## config.mk

```make
export PLATFORM = sky130hd
export DESIGN_NAME = fetch_prefetch_unit
export DESIGN_NICKNAME = d
export VERILOG_FILES = /design/src/rtl/fetch_prefetch_unit_pkg.sv /design/src/rtl/fetch_prefetch_unit_sync_fifo.sv /design/src/rtl/fetch_prefetch_unit.sv
export SDC_FILE = /design/constraint.sdc
export NUM_CORES = 1
export LEC_CHECK = 0
export BUFFER_PORTS_ARGS = -buffer_cell sky130_fd_sc_hd__buf_4
export CORE_MARGIN = 8
export CORE_UTILIZATION = 25
export CTS_BUF_LIST = sky130_fd_sc_hd__clkbuf_16
export CTS_CLUSTER_DIAMETER = 200
export DETAILED_ROUTE_END_ITERATION = 6
export MAX_ROUTING_LAYER = met4
export PLACE_DENSITY = 0.4
export SLEW_MARGIN = 40
export SYNTH_ARGS = -nofsm -noshare
export SYNTH_HDL_FRONTEND = slang
export SYNTH_SLANG_ARGS = --single-unit
```

## constraint.sdc

```tcl
create_clock -name clk -period 4.4 [get_ports clk]
set_clock_uncertainty 0.1 [all_clocks]
set_input_delay 0.66 -clock clk [delete_from_list [all_inputs] [get_ports clk]]
set_output_delay 0.66 -clock clk [all_outputs]
set_load 0.01 [all_outputs]
```

## src/rtl/fetch_prefetch_unit_pkg.sv

```systemverilog
// Shared types for the decoupled instruction prefetch unit.
// Holds the queue entry layout and fetch-related constants.
package fetch_prefetch_unit_pkg;

    localparam int FETCH_XLEN = 32;

    // addi x0, x0, 0
    localparam logic [31:0] NOP_INSTR = 32'h0000_0013;

    typedef struct packed {
        logic [FETCH_XLEN-1:0] pc;
        logic [31:0]           instr;
    } fetch_entry_t;

    function automatic logic [FETCH_XLEN-1:0] word_align(
        input logic [FETCH_XLEN-1:0] a
    );
        return a & ~FETCH_XLEN'(3);
    endfunction

endpackage

```

## src/rtl/fetch_prefetch_unit_sync_fifo.sv

```systemverilog
// Synchronous FIFO with flush and occupancy count.
// Ports: clk, reset (sync, active-high), flush_i, push_i/wdata_i,
// pop_i/rdata_o, empty_o, full_o, count_o.
module sync_fifo #(
    parameter int WIDTH = 32,
    parameter int DEPTH = 4
) (
    input  logic                     clk,
    input  logic                     reset,
    input  logic                     flush_i,
    input  logic                     push_i,
    input  logic [WIDTH-1:0]         wdata_i,
    input  logic                     pop_i,
    output logic [WIDTH-1:0]         rdata_o,
    output logic                     empty_o,
    output logic                     full_o,
    output logic [$clog2(DEPTH):0]   count_o
);

    localparam int AW = $clog2(DEPTH);
    localparam logic [AW:0] DEPTH_L = (AW+1)'(DEPTH);

    logic [WIDTH-1:0] mem_q [DEPTH];
    logic [AW-1:0]    wptr_q, wptr_d;
    logic [AW-1:0]    rptr_q, rptr_d;
    logic [AW:0]      cnt_q, cnt_d;
    logic             do_push;
    logic             do_pop;

    assign empty_o = (cnt_q == '0);
    assign full_o  = (cnt_q == DEPTH_L);
    assign count_o = cnt_q;
    assign rdata_o = mem_q[rptr_q];

    assign do_pop  = pop_i && !empty_o;
    // A full queue still accepts a write when the head leaves this cycle.
    assign do_push = push_i && (!full_o || do_pop);

    always_comb begin
        wptr_d = wptr_q;
        rptr_d = rptr_q;
        cnt_d  = cnt_q;
        if (flush_i) begin
            wptr_d = '0;
            rptr_d = '0;
            cnt_d  = '0;
        end else begin
            if (do_push) wptr_d = wptr_q + AW'(1);
            if (do_pop)  rptr_d = rptr_q + AW'(1);
            cnt_d = cnt_q + (AW+1)'(do_push) - (AW+1)'(do_pop);
        end
    end

    always_ff @(posedge clk) begin
        if (reset) begin
            wptr_q <= '0;
            rptr_q <= '0;
            cnt_q  <= '0;
        end else begin
            wptr_q <= wptr_d;
            rptr_q <= rptr_d;
            cnt_q  <= cnt_d;
        end
    end

    always_ff @(posedge clk) begin
        if (do_push && !flush_i) mem_q[wptr_q] <= wdata_i;
    end

endmodule

```

## src/rtl/fetch_prefetch_unit.sv

```systemverilog
// Decoupled instruction prefetch between imem and the IF/ID register.
// Ports: clk, reset; imem_req_* (valid/ready/addr) out to imem;
// imem_rsp_* (valid/data) in-order responses; redirect_valid/redirect_pc;
// fetch_valid/fetch_ready/fetch_pc/fetch_instr to decode;
// if_id_flush/id_ex_flush mirror redirect_valid.
module fetch_prefetch_unit
    import fetch_prefetch_unit_pkg::*;
#(
    parameter int              XLEN            = 32,
    parameter logic [XLEN-1:0] RESET_PC        = '0,
    parameter int              FIFO_DEPTH      = 4,
    parameter int              MAX_OUTSTANDING = 2
) (
    input  logic            clk,
    input  logic            reset,
    output logic            imem_req_valid,
    input  logic            imem_req_ready,
    output logic [XLEN-1:0] imem_req_addr,
    input  logic            imem_rsp_valid,
    input  logic [31:0]     imem_rsp_data,
    input  logic            redirect_valid,
    input  logic [XLEN-1:0] redirect_pc,
    output logic            fetch_valid,
    input  logic            fetch_ready,
    output logic [XLEN-1:0] fetch_pc,
    output logic [31:0]     fetch_instr,
    output logic            if_id_flush,
    output logic            id_ex_flush
);

    localparam int CW = $clog2(FIFO_DEPTH) + 1;
    localparam logic [CW-1:0] MAX_L   = CW'(MAX_OUTSTANDING);
    localparam logic [CW:0]   DEPTH_L = (CW+1)'(FIFO_DEPTH);
    localparam int EW = $bits(fetch_entry_t);

    logic [XLEN-1:0] pc_q, pc_d;
    logic [CW-1:0]   out_q, out_d;
    logic [CW-1:0]   drop_q, drop_d;

    logic            issue_ok;
    logic            req_fire;
    logic            rsp_keep;
    logic            deq;

    fetch_entry_t    pq_wr;
    fetch_entry_t    pq_head;
    logic [EW-1:0]   pq_rdata;
    logic            pq_empty;
    logic [CW-1:0]   pq_count;
    logic [XLEN-1:0] if_head;

    logic            unused_pq_full;
    logic            unused_if_empty;
    logic            unused_if_full;
    logic [CW-1:0]   unused_if_count;

    assign if_id_flush = redirect_valid;
    assign id_ex_flush = redirect_valid;

    // Credit rule: every issued request already owns a queue slot.
    assign issue_ok = !redirect_valid
                   && (drop_q == '0)
                   && (out_q < MAX_L)
                   && (({1'b0, out_q} + {1'b0, pq_count}) < DEPTH_L);

    assign imem_req_valid = !reset && issue_ok;
    assign imem_req_addr  = pc_q;
    assign req_fire       = imem_req_valid && imem_req_ready;

    // Responses during a redirect or while draining stale requests are dropped.
    assign rsp_keep = imem_rsp_valid && (drop_q == '0) && !redirect_valid;

    assign pq_head     = fetch_entry_t'(pq_rdata);
    assign fetch_valid = !reset && !pq_empty;
    assign fetch_pc    = fetch_valid ? XLEN'(pq_head.pc) : '0;
    assign fetch_instr = fetch_valid ? pq_head.instr : '0;
    assign deq         = fetch_valid && fetch_ready && !redirect_valid;

    assign pq_wr.pc    = FETCH_XLEN'(if_head);
    assign pq_wr.instr = imem_rsp_data;

    sync_fifo #(
        .WIDTH (EW),
        .DEPTH (FIFO_DEPTH)
    ) u_prefetch_q (
        .clk     (clk),
        .reset   (reset),
        .flush_i (redirect_valid),
        .push_i  (rsp_keep),
        .wdata_i (pq_wr),
        .pop_i   (deq),
        .rdata_o (pq_rdata),
        .empty_o (pq_empty),
        .full_o  (unused_pq_full),
        .count_o (pq_count)
    );

    sync_fifo #(
        .WIDTH (XLEN),
        .DEPTH (FIFO_DEPTH)
    ) u_inflight_q (
        .clk     (clk),
        .reset   (reset),
        .flush_i (redirect_valid),
        .push_i  (req_fire),
        .wdata_i (pc_q),
        .pop_i   (rsp_keep),
        .rdata_o (if_head),
        .empty_o (unused_if_empty),
        .full_o  (unused_if_full),
        .count_o (unused_if_count)
    );

    always_comb begin
        pc_d   = pc_q;
        drop_d = drop_q;
        out_d  = out_q + CW'(req_fire) - CW'(imem_rsp_valid);
        if (redirect_valid) begin
            pc_d   = redirect_pc & ~XLEN'(3);
            // Everything still in flight after this cycle is stale.
            drop_d = out_q - CW'(imem_rsp_valid);
        end else begin
            if (req_fire) pc_d = pc_q + XLEN'(4);
            if (imem_rsp_valid && (drop_q != '0)) drop_d = drop_q - CW'(1);
        end
    end

    always_ff @(posedge clk) begin
        if (reset) begin
            pc_q   <= RESET_PC;
            out_q  <= '0;
            drop_q <= '0;
        end else begin
            pc_q   <= pc_d;
            out_q  <= out_d;
            drop_q <= drop_d;
        end
    end

endmodule

```

* After elaboration in Yosys (flattened, before gate mapping) *
Memories as Yosys holds them, arrays and structs flattened. A register that Yosys moved wholly into a read port is not among the register bits.
Cells that the tools add are included.

word-level totals
  RAM bits = 384
  memories kept = 2
  word-level logic and storage cells = 76
  bits in registers = 52
  output and inout bits = 100

cells by class
  eq/ne operators = 2
  $lt $le $gt $ge = 2
  muxes and demuxes = 14
  reductions and logical operators = 32
  add/sub/neg operators = 14

memory list
  memory              words  width  read ports  clocked after Yosys merged registers in  wr ports  RTL line                             RTL
  u_prefetch_q.mem_q  4      64     1           1                                        1         fetch_prefetch_unit_sync_fifo.sv:23  logic [WIDTH-1:0] mem_q [DEPTH];
  u_inflight_q.mem_q  4      32     1           1                                        1         fetch_prefetch_unit_sync_fifo.sv:23

operator list
  operator               number
  $mux 32                4
  $add 32x3->32 const B  1
  $logic_and 1x1->1      17
  $sub 3x1->3            4
  $add 3x1->3            3
  $logic_not 3->1        3
  $add 2x1->2 const B    4
  $mux 2                 4
  $eq 3x3->1 const B     2
  $logic_not 1->1        6
  $mux 3                 2
  $add 3x3->4            1
  $lt 4x3->1 const B     1
  $mux 1                 4
  $reduce_bool 2->1      2
  $lt 3x2->1 const B     1
  $reduce_bool 3->1      1
  $sub 3x1->3 const B    1
  $logic_or 1x1->1       2
  $reduce_or 2->1        1

* Logic depth before layout (Yosys ltp) *
Gate-level depths: netlist of run 1.

  word-level depth = 11
  mapped depth = 15
  mapped depth without buffers = 12

* Cells and area by module *
From an unflattened synthesis of run 1, not the netlist that was laid out.

second synthesis, totals
  cell total of the unflattened synthesis = 947
  area, all modules = 17493.0 um^2

modules (own cells, without submodules)
  module                    sequential area each (um^2)  area an instance (um^2)  times used  cells each
  sync_fifo (u_prefetch_q)  7867.5                       9720.6                   1           383
  sync_fifo (u_inflight_q)  4023.9                       5086.1                   1           216
  fetch_prefetch_unit       720.7                        2686.3                   1           348

* Least setup slack after synthesis of run 1 *
No wires, ideal clock.

  kind = input port to flip-flop
  start point = in reset
  end point = mem u_prefetch_q.mem_q[1][0] in the netlist's numbering, enable pin
  buffers on the path = 1
  data arrival time = 3.072 ns
  library setup time = 0.426 ns
  path slack = 0.802 ns
  cell stages on the path = 5
  cell sequence = clkbuf_1 -> nor2_1 -> nand2_1 -> a41oi_1 -> and2_1

on the way
  cells in the longest elaborated chain, start to end = 10

ends and longest elaborated chain
  item                            RTL line                             RTL
  from (decl)                     fetch_prefetch_unit.sv:15            input logic reset,
  $logic_not 1->1                 fetch_prefetch_unit.sv:74            assign fetch_valid = !reset && !pq_empty;
  $logic_and 1x1->1               fetch_prefetch_unit.sv:74
  $logic_and 1x1->1 (2 in a row)  fetch_prefetch_unit.sv:77            assign deq = fetch_valid && fetch_ready && !redirect_valid;
  $logic_and 1x1->1               fetch_prefetch_unit_sync_fifo.sv:35  assign do_pop = pop_i && !empty_o;
  $logic_or 1x1->1                fetch_prefetch_unit_sync_fifo.sv:37  assign do_push = push_i && (!full_o || do_pop);
  $logic_and 1x1->1               fetch_prefetch_unit_sync_fifo.sv:37
  $logic_and 1x1->1               fetch_prefetch_unit_sync_fifo.sv:67  if (do_push && !flush_i) mem_q[wptr_q] <= wdata_i;
  $mux 1                          fetch_prefetch_unit_sync_fifo.sv:67
  $mux 1 (implied by the code)    fetch_prefetch_unit_sync_fifo.sv:67
  to (decl)                       fetch_prefetch_unit_sync_fifo.sv:23

Every way passes these cells.

==> summary.txt, run 1 <==
Outcome
  • Outcome: complete, no violations

Worst hold path
  • Hold Crit Class: primary input to flip-flop
  • Hold Startpoint: imem_rsp_data[14]
  • Hold path cells: 1
  • Hold Path End: u_prefetch_q.mem_q[1][14]

Placed design
  • Number of port buffers: 163
  • Final HPWL DP: 26,700 um
  • RePlAce Congestion: 0.737

STA
  • Fmax: 295 MHz
  • Final Cycle Share: 77.0%
  • Setup TNS: 0 ns
  • RSZ-0062 raised after global routing: no
  • Worst slew pin tran: 0.741 ns
  • Endpoints failing setup: 0
  • Minimum clock period: 3.39 ns
  • Max_slew headroom: 50.6%
  • Endpoints failing hold: 0
  • Max-slew violation count: 0

Clock tree
  • Num CTS Buffers: a little under 50
  • TritonCTS clock tree: built
  • Setup bufs post-CTS: 0
  • Hold-fix buffers, CTS: 0
  • Clock root buffer: clkbuf_16
  • Clock latency at the later pin of the worst-skew pair: 0.57 ns
  • Clock buffer depth: 3
  • Max H-tree Level: 2
  • PostCTS Resize Cnt: 0
  • Clock transition at path regs: 0.06 ns
  • Clock Sinks: 422

Worst setup path
  • Worst setup EP type: primary output
  • Reg-to-reg startpoint: u_prefetch_q.count_o[2]
  • CP max FO: 39
  • Data arrival, critical path: 2.63 ns
  • R2r worst-path depth: 12
  • Register-to-register setup slack: roughly 1.2 ns
  • Worst endpoint required time: 3.64 ns
  • WS Path Type: flip-flop to primary output
  • Startpoint Class: flip-flop
  • CP peak stage delay: 0.70 ns
  • CP max-delay cell: dfxtp_4
  • Worst-path cell chain: buf_12 -> mux4_2 -> and2_1 -> buf_4
  • Worst r2r dst: out_q[2]

Logic synthesis
  • Yosys warnings: 0
  • Share of Yosys cell area claimed by the top area cell type: 65.6%
  • Top post-synthesis cells by area: edfxtp_1 (66%), mux4_2 (12%), dfxtp_1 (6.4%)
  • Syn_area_per_cell: 17.9 sq um
  • Post-synth EDFFs: 368
  • Post-Syn Area: approximately 17,000 sq um
  • Post-synthesis register bit count: 422
  • Combinational family with the most area after synthesis: multiplexers
  • Ys async rst share: 0%
  • Yosys cell types: 60
  • Primary FF master, synth: edfxtp_1
  • Post-Synthesis Cells: 940
  • Simple-Gate Fraction of Synth Area: 7.30%
  • Synth Area in Compound Gates: about 3.2%
  • Post-synthesis mux area share: 12.7%
  • Dominant cell type by area after synthesis: edfxtp_1
  • Synth Area in XOR/XNOR: 0.728%
  • Register area share after synthesis: 72.0%
  • Synth Area in Adders: 1.99%

Routing
  • Drt via density: 4.44
  • Drt first pass iters: 4
  • Metal-1 WL: 19,400 um
  • Routed via count: roughly 9,100
  • Routed WL per cell: around 21 um
  • Routed WL: ~42,000 um
  • Met3 Routed Length: 2070 um
  • Residual DRC: 0
  • Top Layer Used: met4
  • Routed length on met2: 19,900 um
  • Remaining antenna violation count: 0
  • Drt initial violations: 574

Layout
  • Fin nets: roughly 1,200
  • Layout cell share with drive strength beyond 1: 31.3%
  • # fillers: 6,531
  • Layout area overhead: 23.3%
  • Final core utilization: 31.0%

Die
  • Die Y: about 280 um
  • Std cell rows: 95
  • I/O pin count: 170
  • Die area: roughly 76,000 sq um
  • Placeable core region: 66,900 sq um
  • Die width: 276 um
  • Initial Util: 25.2%

Global route
  • Antenna violations before repair: 0
  • Largest net degree at the start of global routing: 64
  • GRT Total Usage: 11.5%
  • First-pass GRT wire length: 63,800 um
  • Vias in the first global route: 9,871
  • Grt ovf: 0

Run
  • Max_cap viols: 0

Pwr
  • Power Total: 8.79 mW
  • Leakage: 6.91 nW
  • Pwr Density: 423 nW/um^2
  • Worst vdd ir: 0.000206 V
-- per-stage QoR --
step	instances	hold slack, ns	worst slack (ns)	instance area [sq um]
CTS	2048	0.129	0.848	20800
detailed placement	1957	0.404	0.990	19200
floorplan	943	0.385	0.802	16900
global route	2048	0.152	0.779	20800
global placement	1957	0.401	1.03	19200
finish	2049	0.191	1.01	20800
-- logic make-up after synthesis --
family,count (synthesis)
compound gates,82
xor+xnor,14
fa+ha+maj,25
buf+inv,78
flops,422
mux,98
other cells,1
simple gates,220
-- worst max-delay path, delay by kind of cell, from the launching register on --
family | cells | cell delay, ns
flip-flops | 1 | 0.70
multiplexers | 1 | 0.54
buffers and inverters | 2 | 0.56
AND/OR/NAND/NOR | 1 | 0.21
-- area by class of cell --
type / count / area [sq um] / area share, %
Inverter: 28 / 105 / 0.506
Sequential cell: 422 / 12100 / 58.5
Clock buffer: 51 / 1280 / 6.14
Multi-Input combinational cell: 443 / 4410 / 21.2
Clock inverter: 40 / 249 / 1.20
Tap cell: 873 / 1090 / 5.26
Antenna cell: 1 / 2.50 / 0.0120
Timing Repair Buffer: 191 / 1500 / 7.20
-- synthesized netlist by cell type, drive strengths merged, types with 2 or more instances --
library cell    n
a21bo           2
nor2           31
nor4           10
nand4          13
mux4           92
clkbuf         29
mux2i           3
a211oi          4
a311oi          2
xor2            2
edfxtp        368
or4             3
xnor2          12
or2             3
buf            21
a211o           2
a41oi           3
dfxtp          54
o211ai          3
fa              3
ha             22
o311a           2
nand2          35
a32oi           4
a21oi          25
and4            5
a31oi          11
nor4b           3
or3             7
and2           81
o21ai          14
nand3          10
o22ai           2
mux2            3
and3            5
nor3            9
inv            28
-- per-layer routing --
layer	track usage (%)	up-vias
met5	-	-
met4	3.23	0
met3	2.35	63
met2	18.2	222
met1	14.9	4708
li1	-	4112
-- sequential cells by signal, summed over array words and instances, names as in the netlist, named ones only --
| signal | count |
|---|---|
| drop_q | 3 |
| imem_req_addr | 30 |
| out_q | 3 |
| u_inflight_q.count_o | 3 |
| u_inflight_q.mem_q | 120 |
| u_inflight_q.rptr_q | 2 |
| u_inflight_q.wptr_q | 2 |
| u_prefetch_q.count_o | 3 |
| u_prefetch_q.mem_q | 248 |
| u_prefetch_q.rptr_q | 2 |
| u_prefetch_q.wptr_q | 2 |
-- worst max-delay path by stage --
stage	start	slack, ns	to	depth (start not counted)
2_1_floorplan	reset	0.80	u_prefetch_q.mem_q[1][0]	5
3_3_place_gp	reset	1.03	out_q[2]	12
3_5_place_dp	reset	0.99	out_q[2]	12
4_1_cts	flip-flop	0.85	fetch_pc[12]	4
5_1_grt	flip-flop	0.78	fetch_pc[31]	4
6_report	flip-flop	1.01	fetch_pc[13]	4
-- cells in the final DEF (no fill, tap or decap), types with 17 or more instances in the layout --
master	count
nand2_1	35
dfxtp_1	50
nor2_1	29
edfxtp_1	368
inv_1	39
mux4_2	92
and2_1	77
a21oi_1	25
clkbuf_16	51
ha_1	22
clkinv_1	17
buf_4	186
-- report_power, final --
part / switching (mW) / total, mW / internal [mW]
Sequential: 0.0809 / 4.52 / 4.44
Combinational: 0.239 / 0.443 / 0.205
Clock: 1.57 / 3.82 / 2.26
(Power assumes the default switching activity.)
==> inputs of run 2 (changes only) <==
--- a/config.mk
+++ b/config.mk
@@ -5,6 +5,7 @@
 export SDC_FILE = /design/constraint.sdc
 export NUM_CORES = 1
 export LEC_CHECK = 0
+export ABC_AREA = 1
 export BUFFER_PORTS_ARGS = -buffer_cell sky130_fd_sc_hd__buf_4
 export CORE_MARGIN = 8
 export CORE_UTILIZATION = 25
@@ -12,7 +13,7 @@
 export CTS_CLUSTER_DIAMETER = 200
 export DETAILED_ROUTE_END_ITERATION = 6
 export MAX_ROUTING_LAYER = met4
-export PLACE_DENSITY = 0.4
+export PLACE_DENSITY = 0.42
 export SLEW_MARGIN = 40
 export SYNTH_ARGS = -nofsm -noshare
 export SYNTH_HDL_FRONTEND = slang
==> constraint.sdc (replaced) <==
create_clock -name clk -period 2.7 [get_ports clk]
set_clock_uncertainty 0.1 [all_clocks]
set_input_delay 0.405 -clock clk [delete_from_list [all_inputs] [get_ports clk]]
set_output_delay 0.405 -clock clk [all_outputs]
set_load 0.01 [all_outputs]
==> summary.txt, run 2 <==
Worst setup path
  • Worst setup EP type: primary output
  • Data arrival, critical path: roughly 2.0 ns
  • R2r worst-path depth: 13
  • Worst endpoint required time: 2.19 ns
  • CP max FO: 44
  • Startpoint Class: flip-flop
  • WS Path Type: flip-flop to primary output
  • Register-to-register setup slack: between 0.2 and 0.3 ns

Pwr
  • Leakage: 8.18 nW
  • Worst vdd ir: between 0.0003 and 0.0004 V
  • Pwr Density: about 670 nW/um^2
  • Power Total: between 15 and 20 mW

Routing
  • Remaining antenna violation count: 0
  • Residual DRC: 0
  • Drt initial violations: between 500 and 600
  • Drt via density: between 4 and 5
  • Routed WL per cell: ~17 um
  • Routed via count: 12,200
  • Drt first pass iters: 4
  • Routed WL: 49,000 um

Layout
  • Final core utilization: between 30% and 40%
  • Largest register FFs: 248
  • Layout area overhead: 27.3%
  • Fin nets: 1,929
  • Commonest non-fill, non-tap cell in the layout: nor2_1
  • Commonest non-fill, non-tap cells in the layout: nor2_1 (385), edfxtp_1 (368), buf_4 (202)
  • Largest register by flop count: u_prefetch_q.mem_q
  • Post-Layout Cell Count: 2,812
  • # fillers: 7,106
  • Final Cell Area: 22,500 sq um
  • Antenna diode count: 0
  • Layout cell share with drive strength beyond 1: 18.1%

STA
  • RSZ-0062 raised after global routing: no
  • Final Worst Setup Slack: 0.177 ns
  • Final Cycle Share: 93.5%
  • Minimum clock period: 2.52 ns
  • Min Hold Slack: 0.0463 ns
  • Setup TNS: 0 ns
  • Endpoints failing setup: 0
  • Fmax: 396 MHz
  • Worst slew pin tran: 0.588 ns
  • Endpoints failing hold: 0
  • Max-slew violation count: 0
  • Max_slew headroom: 60.8%

Clock tree
  • Clock transition at path regs: 0.06 ns
  • Num CTS Buffers: 48
  • Clock root buffer: clkbuf_16
  • TritonCTS clock tree: built
  • Clock buffer depth: 3
  • Clock latency at the later pin of the worst-skew pair: 0.58 ns
  • Clock Sinks: around 420
  • Max H-tree Level: 2

Die
  • Std cell rows: 97
  • I/O pin count: 170
  • Die Y: 282 um
  • Die area: between 70,000 and 80,000 sq um
  • Placeable core region: 70,000 sq um
  • Die width: 282 um
  • Initial Util: 25.2%

Global route
  • Grt ovf: 0
  • Vias in the first global route: 12,500
  • Grt peak-use layer: met2
  • First-pass GRT wire length: 74,800 um
  • GR Util met2: 20.9%
  • GRT Total Usage: around an eighth
  • Met3 usage in global routing: under 10%
  • Largest net degree at the start of global routing: 63
  • M1 GR Usage: 15.8%
  • Antenna violations before repair: 0

Logic synthesis
  • Yosys cell types: 40
  • Yosys warnings: 0
  • Register area share after synthesis: between 60 and 70%
  • Ys async rst share: 0%
  • Post-synth EDFFs: 368
  • Post-synthesis register bit count: approximately 420
  • Post-Syn Area: 17,700 sq um
  • Top post-synthesis cells by area: edfxtp_1 (63%), nor2_1 (8.3%), dfxtp_1 (6.1%)
  • Commonest cells in the netlist: nor2_1 (393), edfxtp_1 (368), o21ai_0 (197), nand2_1 (167), a21oi_1 (97)
  • Share of Yosys cell area claimed by the top area cell type: around 63%
  • Syn_area_per_cell: 11.0 sq um
  • Post-Synthesis Cells: 1,608
  • Primary FF master, synth: edfxtp_1
  • Dominant cell type by area after synthesis: edfxtp_1
  • Most common cell in the netlist: nor2_1

Worst hold path
  • Hold Crit Class: primary input to flip-flop
  • Hold path cells: 5

Run
  • Max_cap viols: 0

Placed design
  • Final HPWL DP: 30,000 um
  • DP Cell Count: 2,682
  • Cell Area, Placed: 20,300 sq um
  • RePlAce Congestion: between 0.7 and 0.8
  • Dpl ws: 0.277 ns
  • Number of port buffers: 163

Outcome
  • Outcome: complete, no violations
## run 2: changes by cell type after synthesis, sizes merged, moves of 8 or more
cell,delta
a21oi,+74
a31oi,-10
and2,-80
clkbuf,+29
inv,+60
mux4,-92
nand2,+137
nand3,+38
nand3b,+8
nand4,-11
nor2,+371
nor4,-10
o21ai,+183
o22ai,+28
## run 2: repair_timing
| item | CTS | global route |
|---|---|---|
| buffers inserted | 3 | 0 |
| cloned | 2 | 0 |
| endpoints found under the hold margin | 133 | 0 |
| hold buffers | 37 | 0 |
| resized for setup | 4 | 5 |
| endpoints found under the setup margin | 50 | 18 |
## run 2: cell families (layout without fill, tap and decap cells)
kind of cell	count (synthesis)	in the layout	share of synthesized area (%)
xor gates and xnor gates	14	14	0.694
and+or+nand+nor	636	636	14.7
buffers and inverters	175	436	4.20
adders and majority gates	25	25	1.90
other	1	4	0.0212
AOI/OAI and AO/OA	335	335	9.86
DFF	422	422	68.7
## run 2: cell type report
| cell class | instances | area [sq um] | area share, % |
|---|---|---|---|
| flip-flops and latches | 422 | 12100 | 53.9 |
| clock buffers | 48 | 1200 | 5.34 |
| repair buffers | 259 | 2310 | 10.3 |
| well taps | 940 | 1180 | 5.23 |
| clock inverters | 40 | 469 | 2.09 |
| multi-input cells | 1014 | 4870 | 21.6 |
| inverters | 89 | 335 | 1.49 |
## run 2: path summary, 6_finish.rpt
check | from | endpoint
max reg2reg | drop_q[0] | u_inflight_q.count_o[2]
min reg2reg | u_prefetch_q.rptr_q[1] | flip-flop
min | redirect_pc[14] | imem_req_addr[14]
max | flip-flop | fetch_instr[19]
## run 2: worst max-delay path: stages, from the launching register on
cell	delay, ns
dfxtp_4	0.40
inv_2	0.16
buf_16	0.23
buf_6	0.17
o21ai_0	0.09
a21oi_1	0.20
buf_4	0.16
## run 2: layer usage
layer	share of wire [%]	vias up
met5	0	-
met4	1.6	0
li1	-	5988
met2	49	219
met1	46	5948
met3	3.8	53
## run 2: power breakdown
part           total, mW  internal [mW]  leakage [nW]  switching (mW)
clock network       6.85           4.20         0.822            2.65
logic              0.881          0.368          3.57           0.514
registers           7.35           7.24          3.79           0.113
